===== src/rtl/fetch_unit.sv =====
// fetch_unit -- instruction fetch stage with a one-entry fetch buffer.
//
// Walks a 16-bit byte-addressed instruction stream, one memory request at a
// time, and hands each instruction with its successor address (addr + 2) to
// the fetch register. A taken branch/jump (Redirect) restarts the stream at
// RedirectPC. Any response belonging to the abandoned stream is discarded.
//
// Optional feature (macro FETCH_BYPASS_EN): a zero-wait response is forwarded
// straight to the fetch register when it is not stalled, so one instruction
// per cycle. Without the macro every instruction goes through the buffer.
//
// Ports
//   clk, rst      clock (rising edge) and asynchronous active-high reset
//   Stall         fetch register holding; buffered instruction not consumed
//   Redirect      restart the fetch stream at RedirectPC (beats Stall)
//   RedirectPC    16-bit redirect target
//   imem_req      memory request, held until the ack edge
//   imem_addr     memory byte address, stable while imem_req is high
//   imem_ack      one-cycle response pulse; imem_rdata valid with it
//   imem_rdata    16-bit instruction word
//   InstructOut   instruction to the fetch register (NOP when none)
//   NextPCOut     address of that instruction plus 2
//   o_dbg_state   current FSM state, for debug and checkers
//
// Memory handshake: imem_req acts as valid and imem_ack as the accepting
// response. Once imem_req rises, imem_req and imem_addr stay constant up to
// and including the cycle in which imem_ack=1; the request completes on that
// edge. Only one request is ever outstanding, and imem_ack is only honoured
// while imem_req is high.

module fetch_unit #(
  parameter logic [15:0] NOP = 16'hE800
) (
  input  logic        clk,
  input  logic        rst,
  input  logic        Stall,
  input  logic        Redirect,
  input  logic [15:0] RedirectPC,
  output logic        imem_req,
  output logic [15:0] imem_addr,
  input  logic        imem_ack,
  input  logic [15:0] imem_rdata,
  output logic [15:0] InstructOut,
  output logic [15:0] NextPCOut,
  output logic [1:0]  o_dbg_state
);

  typedef enum logic [1:0] {
    S_IDLE = 2'd0,
    S_REQ  = 2'd1,
    S_FULL = 2'd2,
    S_DROP = 2'd3
  } state_t;

  state_t      r_state;
  state_t      w_state_nxt;
  logic [15:0] r_pc;
  logic [15:0] w_pc_nxt;
  logic [15:0] r_req_addr;
  logic [15:0] w_req_addr_nxt;
  logic [15:0] r_buf_instr;
  logic [15:0] w_buf_instr_nxt;
  logic [15:0] r_buf_pcp2;
  logic [15:0] w_buf_pcp2_nxt;
  logic        r_buf_valid;
  logic        w_buf_valid_nxt;

  // Successor of the address being fetched; 16-bit wrap is intended.
  logic [15:0] w_req_pcp2;
  assign w_req_pcp2 = r_req_addr + 16'd2;

  // Forward a response straight to the fetch register this cycle.
  logic w_bypass;
`ifdef FETCH_BYPASS_EN
  assign w_bypass = (r_state == S_REQ) && imem_ack && !Redirect && !Stall;
`else
  assign w_bypass = 1'b0;
`endif

  // State register
  always_ff @(posedge clk or posedge rst) begin
    if (rst) begin
      r_state     <= S_IDLE;
      r_pc        <= 16'h0000;
      r_req_addr  <= 16'h0000;
      r_buf_instr <= NOP;
      r_buf_pcp2  <= 16'h0000;
      r_buf_valid <= 1'b0;
    end else begin
      r_state     <= w_state_nxt;
      r_pc        <= w_pc_nxt;
      r_req_addr  <= w_req_addr_nxt;
      r_buf_instr <= w_buf_instr_nxt;
      r_buf_pcp2  <= w_buf_pcp2_nxt;
      r_buf_valid <= w_buf_valid_nxt;
    end
  end

  // Next-state logic. Redirect is tested first in every state.
  always_comb begin
    w_state_nxt     = r_state;
    w_pc_nxt        = r_pc;
    w_req_addr_nxt  = r_req_addr;
    w_buf_instr_nxt = r_buf_instr;
    w_buf_pcp2_nxt  = r_buf_pcp2;
    w_buf_valid_nxt = r_buf_valid;

    case (r_state)
      S_IDLE: begin
        w_state_nxt = S_REQ;
        if (Redirect) begin
          w_pc_nxt       = RedirectPC;
          w_req_addr_nxt = RedirectPC;
        end else begin
          w_req_addr_nxt = r_pc;
        end
      end

      S_REQ: begin
        if (Redirect) begin
          w_pc_nxt = RedirectPC;
          if (imem_ack) begin
            // Response is stale; reissue immediately at the target.
            w_req_addr_nxt = RedirectPC;
          end else begin
            // Request must still complete on its original address.
            w_state_nxt = S_DROP;
          end
        end else if (imem_ack) begin
          if (w_bypass) begin
            w_pc_nxt       = w_req_pcp2;
            w_req_addr_nxt = w_req_pcp2;
          end else begin
            w_buf_instr_nxt = imem_rdata;
            w_buf_pcp2_nxt  = w_req_pcp2;
            w_buf_valid_nxt = 1'b1;
            w_pc_nxt        = w_req_pcp2;
            w_state_nxt     = S_FULL;
          end
        end
      end

      S_DROP: begin
        if (Redirect) begin
          w_pc_nxt = RedirectPC;
        end
        if (imem_ack) begin
          // Follow the newest target, including one arriving this cycle.
          w_req_addr_nxt = w_pc_nxt;
          w_state_nxt    = S_REQ;
        end
      end

      S_FULL: begin
        if (Redirect) begin
          w_buf_valid_nxt = 1'b0;
          w_pc_nxt        = RedirectPC;
          w_req_addr_nxt  = RedirectPC;
          w_state_nxt     = S_REQ;
        end else if (!Stall) begin
          w_buf_valid_nxt = 1'b0;
          w_req_addr_nxt  = r_pc;
          w_state_nxt     = S_REQ;
        end
      end

      default: begin
        w_state_nxt = S_IDLE;
      end
    endcase
  end

  // Outputs. NextPCOut tracks the buffer even while a bubble is shown.
  always_comb begin
    InstructOut = NOP;
    NextPCOut   = r_buf_pcp2;
    if (w_bypass) begin
      InstructOut = imem_rdata;
      NextPCOut   = w_req_pcp2;
    end else if (r_buf_valid && !Redirect) begin
      InstructOut = r_buf_instr;
    end
  end

  assign imem_req    = (r_state == S_REQ) || (r_state == S_DROP);
  assign imem_addr   = r_req_addr;
  assign o_dbg_state = r_state;

endmodule


===== config.mk =====
export PLATFORM = sky130hd
export DESIGN_NAME = fetch_unit
export DESIGN_NICKNAME = d
export VERILOG_FILES = /design/src/rtl/fetch_unit.sv
export SDC_FILE = /design/constraint.sdc
export NUM_CORES = 1
export LEC_CHECK = 0
export CORE_MARGIN = 2
export CORE_UTILIZATION = 49
export DETAILED_ROUTE_END_ITERATION = 10
export PLACE_DENSITY_LB_ADDON = 0.25
export REMOVE_ABC_BUFFERS = 1
export SETUP_SLACK_MARGIN = 0.5
export SYNTH_ARGS = -nofsm -noshare
export SYNTH_HDL_FRONTEND = slang
export SYNTH_SLANG_ARGS = --single-unit

===== constraint.sdc =====
create_clock -name clk -period 2.25 [get_ports clk]
set_clock_uncertainty 0.1 [all_clocks]
set_input_delay 0.3375 -clock clk [delete_from_list [all_inputs] [get_ports clk]]
set_output_delay 0.3375 -clock clk [all_outputs]
set_load 0.01 [all_outputs]

==> out/metrics.sh, run 1 <==
RUN_STATUS='finished, final reports clean'
SYNTH-WARNING-COUNT=0
ROWS=30
TRITONCTS_CLOCK_TREE='done'
UNREPAIRED_SETUP_ENDPOINTS_AFTER_GLOBAL_ROUTING='yes'
DPL.CELL_COUNT=503
WIRE_PER_INST_UM=15.4
MAPPED_CELLS=347
DRT_ITER0_MARKERS=173
POST_SYNTH.CELL_AREA_AVG_UM2=9.58
YOSYS_MOST_USED_DFF='sky130_fd_sc_hd__dfrtp_1'
CRITICAL_PATH_REQUIRED_NS=1.81
AREAL_POWER_DENSITY_OVER_THE_CELLS_mW_PER_MM2=973
FMAXACHIEVABLE_MHz=555
ROUTE.ANTENNA.REMAINING_NETS=0
SEQ_AREA_FRAC_SYNTH_PCT=50.6
TIMING.FINAL.CRIT_PERIOD_NS=1.80
HOLDCRITPATHCLASS='in -> async'
SYNTH.CELL_AREA_MM2=0.00333
YOSYS.AREA.TOP_TYPE_SHARE_PCT=47.4
INSERTION_DELAY_OF_THE_LATER_CLOCKED_PIN_IN_THE_WORST_SKEW_PAIR_NS=0.34
PORT_BUFFERS=87
POSTSYNTHREGISTERBITS=67
GRT_MAX_DEGREE=68
FINALHOLDWORSTSLACK_NS=0.306
SYNTHTOLAYOUTAREAGROWTH_PCT=41.7
WORSTSETUPSTARTPOINTTYPE='flip-flop'
TOTAL_POWER_uW=4590
MAX_SLEW_HEADROOM_PCT=75.9
MIN_PERIOD_OVER_PERIOD_PCT=80.1
POST_CTS_HOLD_BUFFER_COUNT=0
GLOBALROUTEOVERFLOWTOTAL=0
SYNTH.LIB_CELLS_USED.DISTINCT=39
WORST_SETUP_HOLD_PATH_CLK_SLEW_NS=0.07
TRITONCTS.NUM_BUFFERS=9
FLOORPLAN.DIE_AREA_MM2=0.00746
SYNTH-ASYNC-RESET-RATIO_PCT=100
CRIT_PATH_END_KIND='primary output'
TIMING_WORST_SLEW_PIN_VALUE_NS=0.361
ROUTED-VIA-COUNT=2800
FIRST_GLOBAL_VIAS=2727
CTS_NUM_SINKS=67
INITIAL_UTILIZATION_PCT=49.8
NUMBER_OF_ENDPOINTS_WITH_NEGATIVE_HOLD_SLACK_IN_THE_FINAL_REPORT=0
CORE_AREA_MM2=0.00668
SYNTHTOPCELLSBYCOUNT='sky130_fd_sc_hd__nand2_1, sky130_fd_sc_hd__dfrtp_1, sky130_fd_sc_hd__nor2_1, sky130_fd_sc_hd__a21oi_1'
IR_DROP_uV=755
FIN_NETS=491
HTREE_NUM_LEVELS=3
FLOORPLAN.DIE.HEIGHT_UM=86.4
SLEW_VIOL_FINAL=0
DP.FINAL_HPWL_UM=5280
P_LEAK_uW=0.00212
SETUP_VIOLATIONS=0
AVGVIACOUNTPERCELL=5.20
CLOCK_TREE.BUFFER_DEPTH=2
SYNTH.MOST_COMMON_CELL='sky130_fd_sc_hd__nand2_1'
CRITPATHKIND='reg -> out'
GP_CONGESTION=0.762
LAYOUT_CELL_SHARE_WITH_DRIVE_STRENGTH_BEYOND_1_PCT=24.0
CTS.ROOT.BUFFER_CELL='sky130_fd_sc_hd__clkbuf_8'
SYNTH-EDFF-COUNT=0
ANTENNADIODECOUNT=0
TOP_POST_SYNTHESIS_CELLS_BY_AREA='sky130_fd_sc_hd__dfrtp_1, sky130_fd_sc_hd__nand2_1, sky130_fd_sc_hd__mux2i_1'
TIMING.CRITICAL_PATH.ARRIVAL_NS=1.36
DIE_W_UM=86.4
ANTENNA_FOUND_INITIAL=0
DESIGN.PORTCOUNT=88
POST_LAYOUT_NONFILLER_INSTANCES=538
YOSYSTOPAREACELL='sky130_fd_sc_hd__dfrtp_1'
DRT_DRC_VIOLATIONS_LEFT=0
CP_MAX_FO=8
GROUTE.USAGE.OVERALL_PCT=23.6
GRT_PASS1_WL_UM=13600
CAP_VIOL_MAX_COUNT=0
DETAILEDROUTE.FIRSTPASSITERATIONCOUNT=4
FINAL.SETUP.TNS_NS=0
POSTROUTEWIRELENGTH_UM=8270
[metrics by stage]
| stage | worst slack, ns | area, µm² | utilization, % |
|---|---|---|---|
| 6_report | 0.448 | 4710 | 70.5 |
| 3_5_place_dp | 0.0569 | 4280 | 64.0 |
| 4_1_cts | 0.389 | 4560 | 68.2 |
| 2_1_floorplan | 0.136 | 3170 | - |
| 3_3_place_gp | 0.0717 | 4280 | 64.0 |
| 5_1_grt | 0.410 | 4710 | 70.5 |
[what timing repair did]
action,in CTS,in global routing
resized for setup,83,36
endpoints found under the setup margin,39,26
cloned,1,0
buffers inserted,17,1
pin swaps,0,6
[metal layers]
metal,GRT usage [%],up-vias,wire [µm]
li1,-,1374,-
met1,31.3,1322,3570
met2,37.8,90,4050
met3,4.38,14,472
met4,10.8,0,176
met5,0,-,0
[critical path, stage by stage (launching register included)]
cell                      delay (ns)
sky130_fd_sc_hd__dfrtp_1        0.40
sky130_fd_sc_hd__nor2b_4        0.14
sky130_fd_sc_hd__buf_6          0.12
sky130_fd_sc_hd__buf_8          0.12
sky130_fd_sc_hd__and2_4         0.13
sky130_fd_sc_hd__buf_6          0.11
[sequential cells by signal (all words and copies together), names as in the netlist]
register / cells
imem_addr: 16
r_buf_valid: 1
r_buf_instr: 16
r_pc: 16
o_dbg_state: 2
NextPCOut: 16
[layout make-up]
type                            instances  area (µm²)
Tap cell                               80         100
Sequential cell                        67        1700
Timing Repair Buffer                  117        1160
Inverter                                5        18.8
Clock buffer                           11         141
Clock inverter                          5        52.6
Multi-Input combinational cell        253        1540
Fill cell                             502        1970
[kinds of logic (layout without fill, tap and decap cells)]
logic type	count (synthesis)	count (layout)	synth area share, %
multiplexers	22	22	6.73
buffers and inverters	27	138	5.12
flip-flops	67	67	50.6
AO/OA/AOI/OAI	56	56	10.3
AND/OR/NAND/NOR	162	162	23.7
XOR/XNOR	12	12	3.16
adder cells (fa/ha/maj)	1	1	0.376
[cell usage in the layout, fill, tap and decap left out, drive strengths merged, types with 9 or more instances in the layout]
cell,n
and2,12
nor2,26
nand2,91
o21ai,22
mux2i,19
clkdlybuf4s50,64
xnor2,9
dfrtp,63
clkbuf,12
buf,45
a21oi,26
[worst paths after layout]
kind                                         to            start  slack, ns  cells past startpoint
worst max-delay path             InstructOut[5]      r_buf_valid       0.45                      5
worst min-delay path             r_buf_instr[1]              rst       0.31                      3
worst max register to register         r_pc[15]     imem_addr[5]       0.54                      5
worst min register to register  r_buf_instr[15]  r_buf_instr[15]       0.36                      2
max in group asynchronous       r_buf_instr[14]              rst       1.44                      3
min in group clk                r_buf_instr[15]  r_buf_instr[15]       0.36                      2
[power by group]
group          leakage [µW]  total, µW  internal, µW  switching, µW
registers          0.000771       1770          1570            206
logic               0.00125       1820           959            865
clock network     0.0000991        987           536            451
total               0.00212       4590          3060           1520
(Power assumes the default switching activity.)
==> run 2: changes to the inputs <==
==> constraint.sdc (replaced) <==
create_clock -name clk -period 1.8 [get_ports clk]
set_clock_uncertainty 0.1 [all_clocks]
set_input_delay 0.27 -clock clk [delete_from_list [all_inputs] [get_ports clk]]
set_output_delay 0.27 -clock clk [all_outputs]
set_load 0.01 [all_outputs]
==> out/metrics.sh, run 2 <==
TRITONCTS.NUM_BUFFERS=9  # unchanged
POST_CTS_HOLD_BUFFER_COUNT=0  # unchanged
SYNTH.LIB_CELLS_USED.DISTINCT=39  # unchanged
RUN_STATUS='stopped before the end'
DESIGN.PORTCOUNT=88  # unchanged
YOSYS_MOST_USED_DFF='sky130_fd_sc_hd__dfrtp_1'
TOP_POST_SYNTHESIS_CELLS_BY_AREA='sky130_fd_sc_hd__dfrtp_1, sky130_fd_sc_hd__nand2_1, sky130_fd_sc_hd__mux2i_1'
INITIAL_UTILIZATION_PCT=49.8  # unchanged
SYNTH-WARNING-COUNT=0  # unchanged
SYNTH.MOST_COMMON_CELL='sky130_fd_sc_hd__nand2_1'
SYNTH-ASYNC-RESET-RATIO_PCT=100  # unchanged
GP_CONGESTION=0.769  # +0.93%
PORT_BUFFERS=87  # unchanged
CTS.ROOT.BUFFER_CELL='sky130_fd_sc_hd__clkbuf_8'
RUN.STOP_ERROR='[ERROR DPL-0033] detailed placement checks failed during check placement.'
POSTSYNTHREGISTERBITS=67  # unchanged
YOSYS.AREA.TOP_TYPE_SHARE_PCT=47.4  # unchanged
SYNTH-EDFF-COUNT=0  # unchanged
SEQ_AREA_FRAC_SYNTH_PCT=50.6  # unchanged
HTREE_NUM_LEVELS=3  # unchanged
GRT_MAX_DEGREE=35
FAILED_STAGE='global routing (5_1_grt)'
SYNTHTOPCELLSBYCOUNT='sky130_fd_sc_hd__nand2_1, sky130_fd_sc_hd__dfrtp_1, sky130_fd_sc_hd__nor2_1, sky130_fd_sc_hd__a21oi_1'
SYNTH.CELL_AREA_MM2=0.00333  # unchanged
DP.FINAL_HPWL_UM=5510  # +4.4%
ANTENNA_FOUND_INITIAL=1
DPL.CELL_COUNT=512  # +1.8%
POST_SYNTH.CELL_AREA_AVG_UM2=9.58  # unchanged
MAPPED_CELLS=347  # unchanged
DIE_W_UM=86.4  # unchanged
CTS_NUM_SINKS=67  # unchanged
FLOORPLAN.DIE.HEIGHT_UM=86.4  # unchanged
ROWS=30  # unchanged
ENDPOINT_TYPE='output port'
GRT-WORST-ENDPOINT='InstructOut[10]'
YOSYSTOPAREACELL='sky130_fd_sc_hd__dfrtp_1'
CLOCK_TREE.BUFFER_DEPTH=2  # unchanged
-- run 2: per-stage QoR --
stage	instance area, µm²	hold slack [ns]	setup WS [ns]	utilization (%)	setup TNS [ns]
4_1_cts	5810	0.248	0.0871	87.0	0
2_1_floorplan	3170	0.253	-0.303	-	-24.01
3_3_place_gp	4350	0.346	-0.229	65.0	-4.83
3_5_place_dp	4350	0.349	-0.235	65.0	-7.41
-- run 2: cell families after synthesis --
kind of cell             after synthesis  synth area share, %
AND/OR/NAND/NOR                      162                 23.7
flip-flops                            67                 50.6
AO/OA/AOI/OAI                         56                 10.3
buffers and inverters                 27                 5.12
multiplexers                          22                 6.73
XOR/XNOR                              12                 3.16
adder cells (fa/ha/maj)                1                0.376
-- run 2: timing repair --
item,CTS
gates cloned,13
pin swaps,88
setup buffers,66
setup endpoints to repair,115
resized for setup,403
==> run 3: changes to the inputs <==
--- a/config.mk
+++ b/config.mk
@@ -6,11 +6,10 @@
 export NUM_CORES = 1
 export LEC_CHECK = 0
 export CORE_MARGIN = 2
-export CORE_UTILIZATION = 49
+export CORE_UTILIZATION = 40
 export DETAILED_ROUTE_END_ITERATION = 10
-export PLACE_DENSITY_LB_ADDON = 0.25
+export PLACE_DENSITY_LB_ADDON = 0.15
 export REMOVE_ABC_BUFFERS = 1
-export SETUP_SLACK_MARGIN = 0.5
 export SYNTH_ARGS = -nofsm -noshare
 export SYNTH_HDL_FRONTEND = slang
 export SYNTH_SLANG_ARGS = --single-unit
==> out/metrics.sh, run 3 (synthesized netlist as in run 1, its figures left out) <==
RUN_STATUS='finished, final reports clean'
AREAL_POWER_DENSITY_OVER_THE_CELLS_mW_PER_MM2=1210
MIN_PERIOD_OVER_PERIOD_PCT=98.0
POSTROUTEWIRELENGTH_UM=8200
SYNTHTOLAYOUTAREAGROWTH_PCT=40.6
P_LEAK_uW=0.00209
DIE_W_UM=95.2  # +10%
GROUTE.USAGE.OVERALL_PCT=19.6
GP_CONGESTION=0.788  # +2.5%
HTREE_NUM_LEVELS=3  # unchanged
POST_CTS_HOLD_BUFFER_COUNT=0  # unchanged
CAP_VIOL_MAX_COUNT=0
ANTENNA_FOUND_INITIAL=0
SETUP_VIOLATIONS=0
SLOWEST_DELAY_NS=0.40
TRITONCTS.NUM_BUFFERS=9  # unchanged
TRITONCTS_CLOCK_TREE='done'
WORSTPATHCELLLIST='nor2b_4 > buf_6 > buf_6 > and2_4 > buf_6'
FINAL.SETUP.TNS_NS=0
TIMING.CRITICAL_PATH.ARRIVAL_NS=1.39
DRT_DRC_VIOLATIONS_LEFT=0
AVGVIACOUNTPERCELL=4.96
GRT_MAX_DEGREE=68
CRIT_PATH_FREQUENT_CELL='sky130_fd_sc_hd__buf_6'
LAYOUT_CELL_SHARE_WITH_DRIVE_STRENGTH_BEYOND_1_PCT=19.8
WORST_SETUP_HOLD_PATH_CLK_SLEW_NS=0.07
CRITPATHKIND='reg -> out'
ROUTE.ANTENNA.REMAINING_NETS=0
TIMING_WORST_SLEW_PIN_VALUE_NS=0.370
CTS.ROOT.BUFFER_CELL='sky130_fd_sc_hd__clkbuf_8'
PORT_BUFFERS=87  # unchanged
FLOORPLAN.DIE.HEIGHT_UM=95.2  # +10%
PLACEMENT.SETUP.WORST_SLACK_NS=-0.377  # -0.141 ns
CRITICAL_PATH_REQUIRED_NS=1.43
GRT_PASS1_WL_UM=13600
FINAL_CORE_UTIL_PCT=57.5
FIRST_GLOBAL_VIAS=2764
DETAILEDROUTE.FIRSTPASSITERATIONCOUNT=4
ROWS=33  # +10%
DESIGN.PORTCOUNT=88  # unchanged
INITIAL_UTILIZATION_PCT=40.9  # -8.9 points
NON_FILLER_CELL_AREA_FINAL_MM2=0.00468
CP_MAX_FO=6
PLACEDINSTANCEAREA_MM2=0.00440  # +1.2%
CRIT_SLOWEST_CELL='sky130_fd_sc_hd__dfrtp_1'
FIN_NETS=494
CRIT_PATH_END_KIND='primary output'
NUMBER_OF_ENDPOINTS_WITH_NEGATIVE_HOLD_SLACK_IN_THE_FINAL_REPORT=0
SLEW_VIOL_FINAL=0
DRT_ITER0_MARKERS=82
WORSTSETUPSTARTPOINTTYPE='flip-flop'
DP.FINAL_HPWL_UM=5580  # +1.4%
FILLER_CELL_COUNT=729
HOLDCRITPATHCLASS='in -> async'
UNREPAIRED_SETUP_ENDPOINTS_AFTER_GLOBAL_ROUTING='yes'
FLOORPLAN.DIE_AREA_MM2=0.00906
ANTENNADIODECOUNT=0
TIMING.FINAL.CRIT_PERIOD_NS=1.76
FMAXACHIEVABLE_MHz=567
INSERTION_DELAY_OF_THE_LATER_CLOCKED_PIN_IN_THE_WORST_SKEW_PAIR_NS=0.34
CTS_NUM_SINKS=67  # unchanged
ROUTED-VIA-COUNT=2797
REGISTER_AREA_MM2=0.00169
LAYOUT_COMMON_CELLS='sky130_fd_sc_hd__nand2_1, sky130_fd_sc_hd__clkdlybuf4s50_1, sky130_fd_sc_hd__dfrtp_1, sky130_fd_sc_hd__nor2_1, sky130_fd_sc_hd__buf_4'
POST-ROUTE-WORST-SETUP-SLACK_NS=0.0364
LAYOUT.CELLS.MOST_COMMON='sky130_fd_sc_hd__nand2_1'
GLOBALROUTEOVERFLOWTOTAL=0
FINALHOLDWORSTSLACK_NS=0.217
WIRE_PER_INST_UM=14.5
MAX_SLEW_HEADROOM_PCT=75.3
IR_DROP_uV=734
CLOCK_TREE.BUFFER_DEPTH=2  # unchanged
CORE_AREA_MM2=0.00813
MULTI_INPUT_COMB_AREA_MM2=0.00149
==> run 3: timing repair <==
item                       4_1_cts  5_1_grt
gates resized for setup         59       18
cloned                           1        0
pin swaps                        0        3
setup buffers                   10        0
setup endpoints to repair       26       20
==> run 3: layout make-up <==
type,count,share of cell area [%]
clock buffer,12,3.53
clock inverter,2,0.749
inverter,5,0.401
multi-input combinational,253,31.8
sequential,67,36.2
tap,105,2.81
timing repair buffer,120,24.5
==> run 3: metal layers <==
layer  vias to the layer above  global-route usage (%)  part of all wire [%]
met5                         -                       0                     0
met4                         0                    6.88                   1.4
met3                        12                    3.40                   5.4
met2                        77                    32.3                    48
met1                      1335                    26.0                    46
li1                       1373                       -                     -
==> run 3: final timing paths <==
check	start	end	slack (ns)	cells past startpoint
max	r_buf_valid	InstructOut[10]	0.04	5
min	rst	r_buf_instr[3]	0.22	3
max reg2reg	imem_addr[1]	r_pc[15]	0.14	5
min reg2reg	r_buf_instr[11]	r_buf_instr[11]	0.36	2
max in group asynchronous	rst	imem_addr[12]	1.05	3
min in group clk	imem_rdata[11]	r_buf_instr[11]	0.32	3
==> run 3: power breakdown <==
group	total (µW)	leakage [µW]	switching [µW]	internal [µW]
logic	2110	0.00121	965	1140
clock network	1290	0.000104	554	736
registers	2260	0.000776	304	1960
==> run 3: critical path: cells and delay by family (launching register included) <==
kind,cells,cell delay (ns)
flip-flops,1,0.40
AND/OR/NAND/NOR,2,0.29
buffers and inverters,3,0.35
==> run 3: metrics by stage <==
stage	std cells	total power, µW
global route	564	6030
floorplan	325	3220
global placement	540	4310
finish	564	5660
CTS	565	5710
detailed placement	540	4360
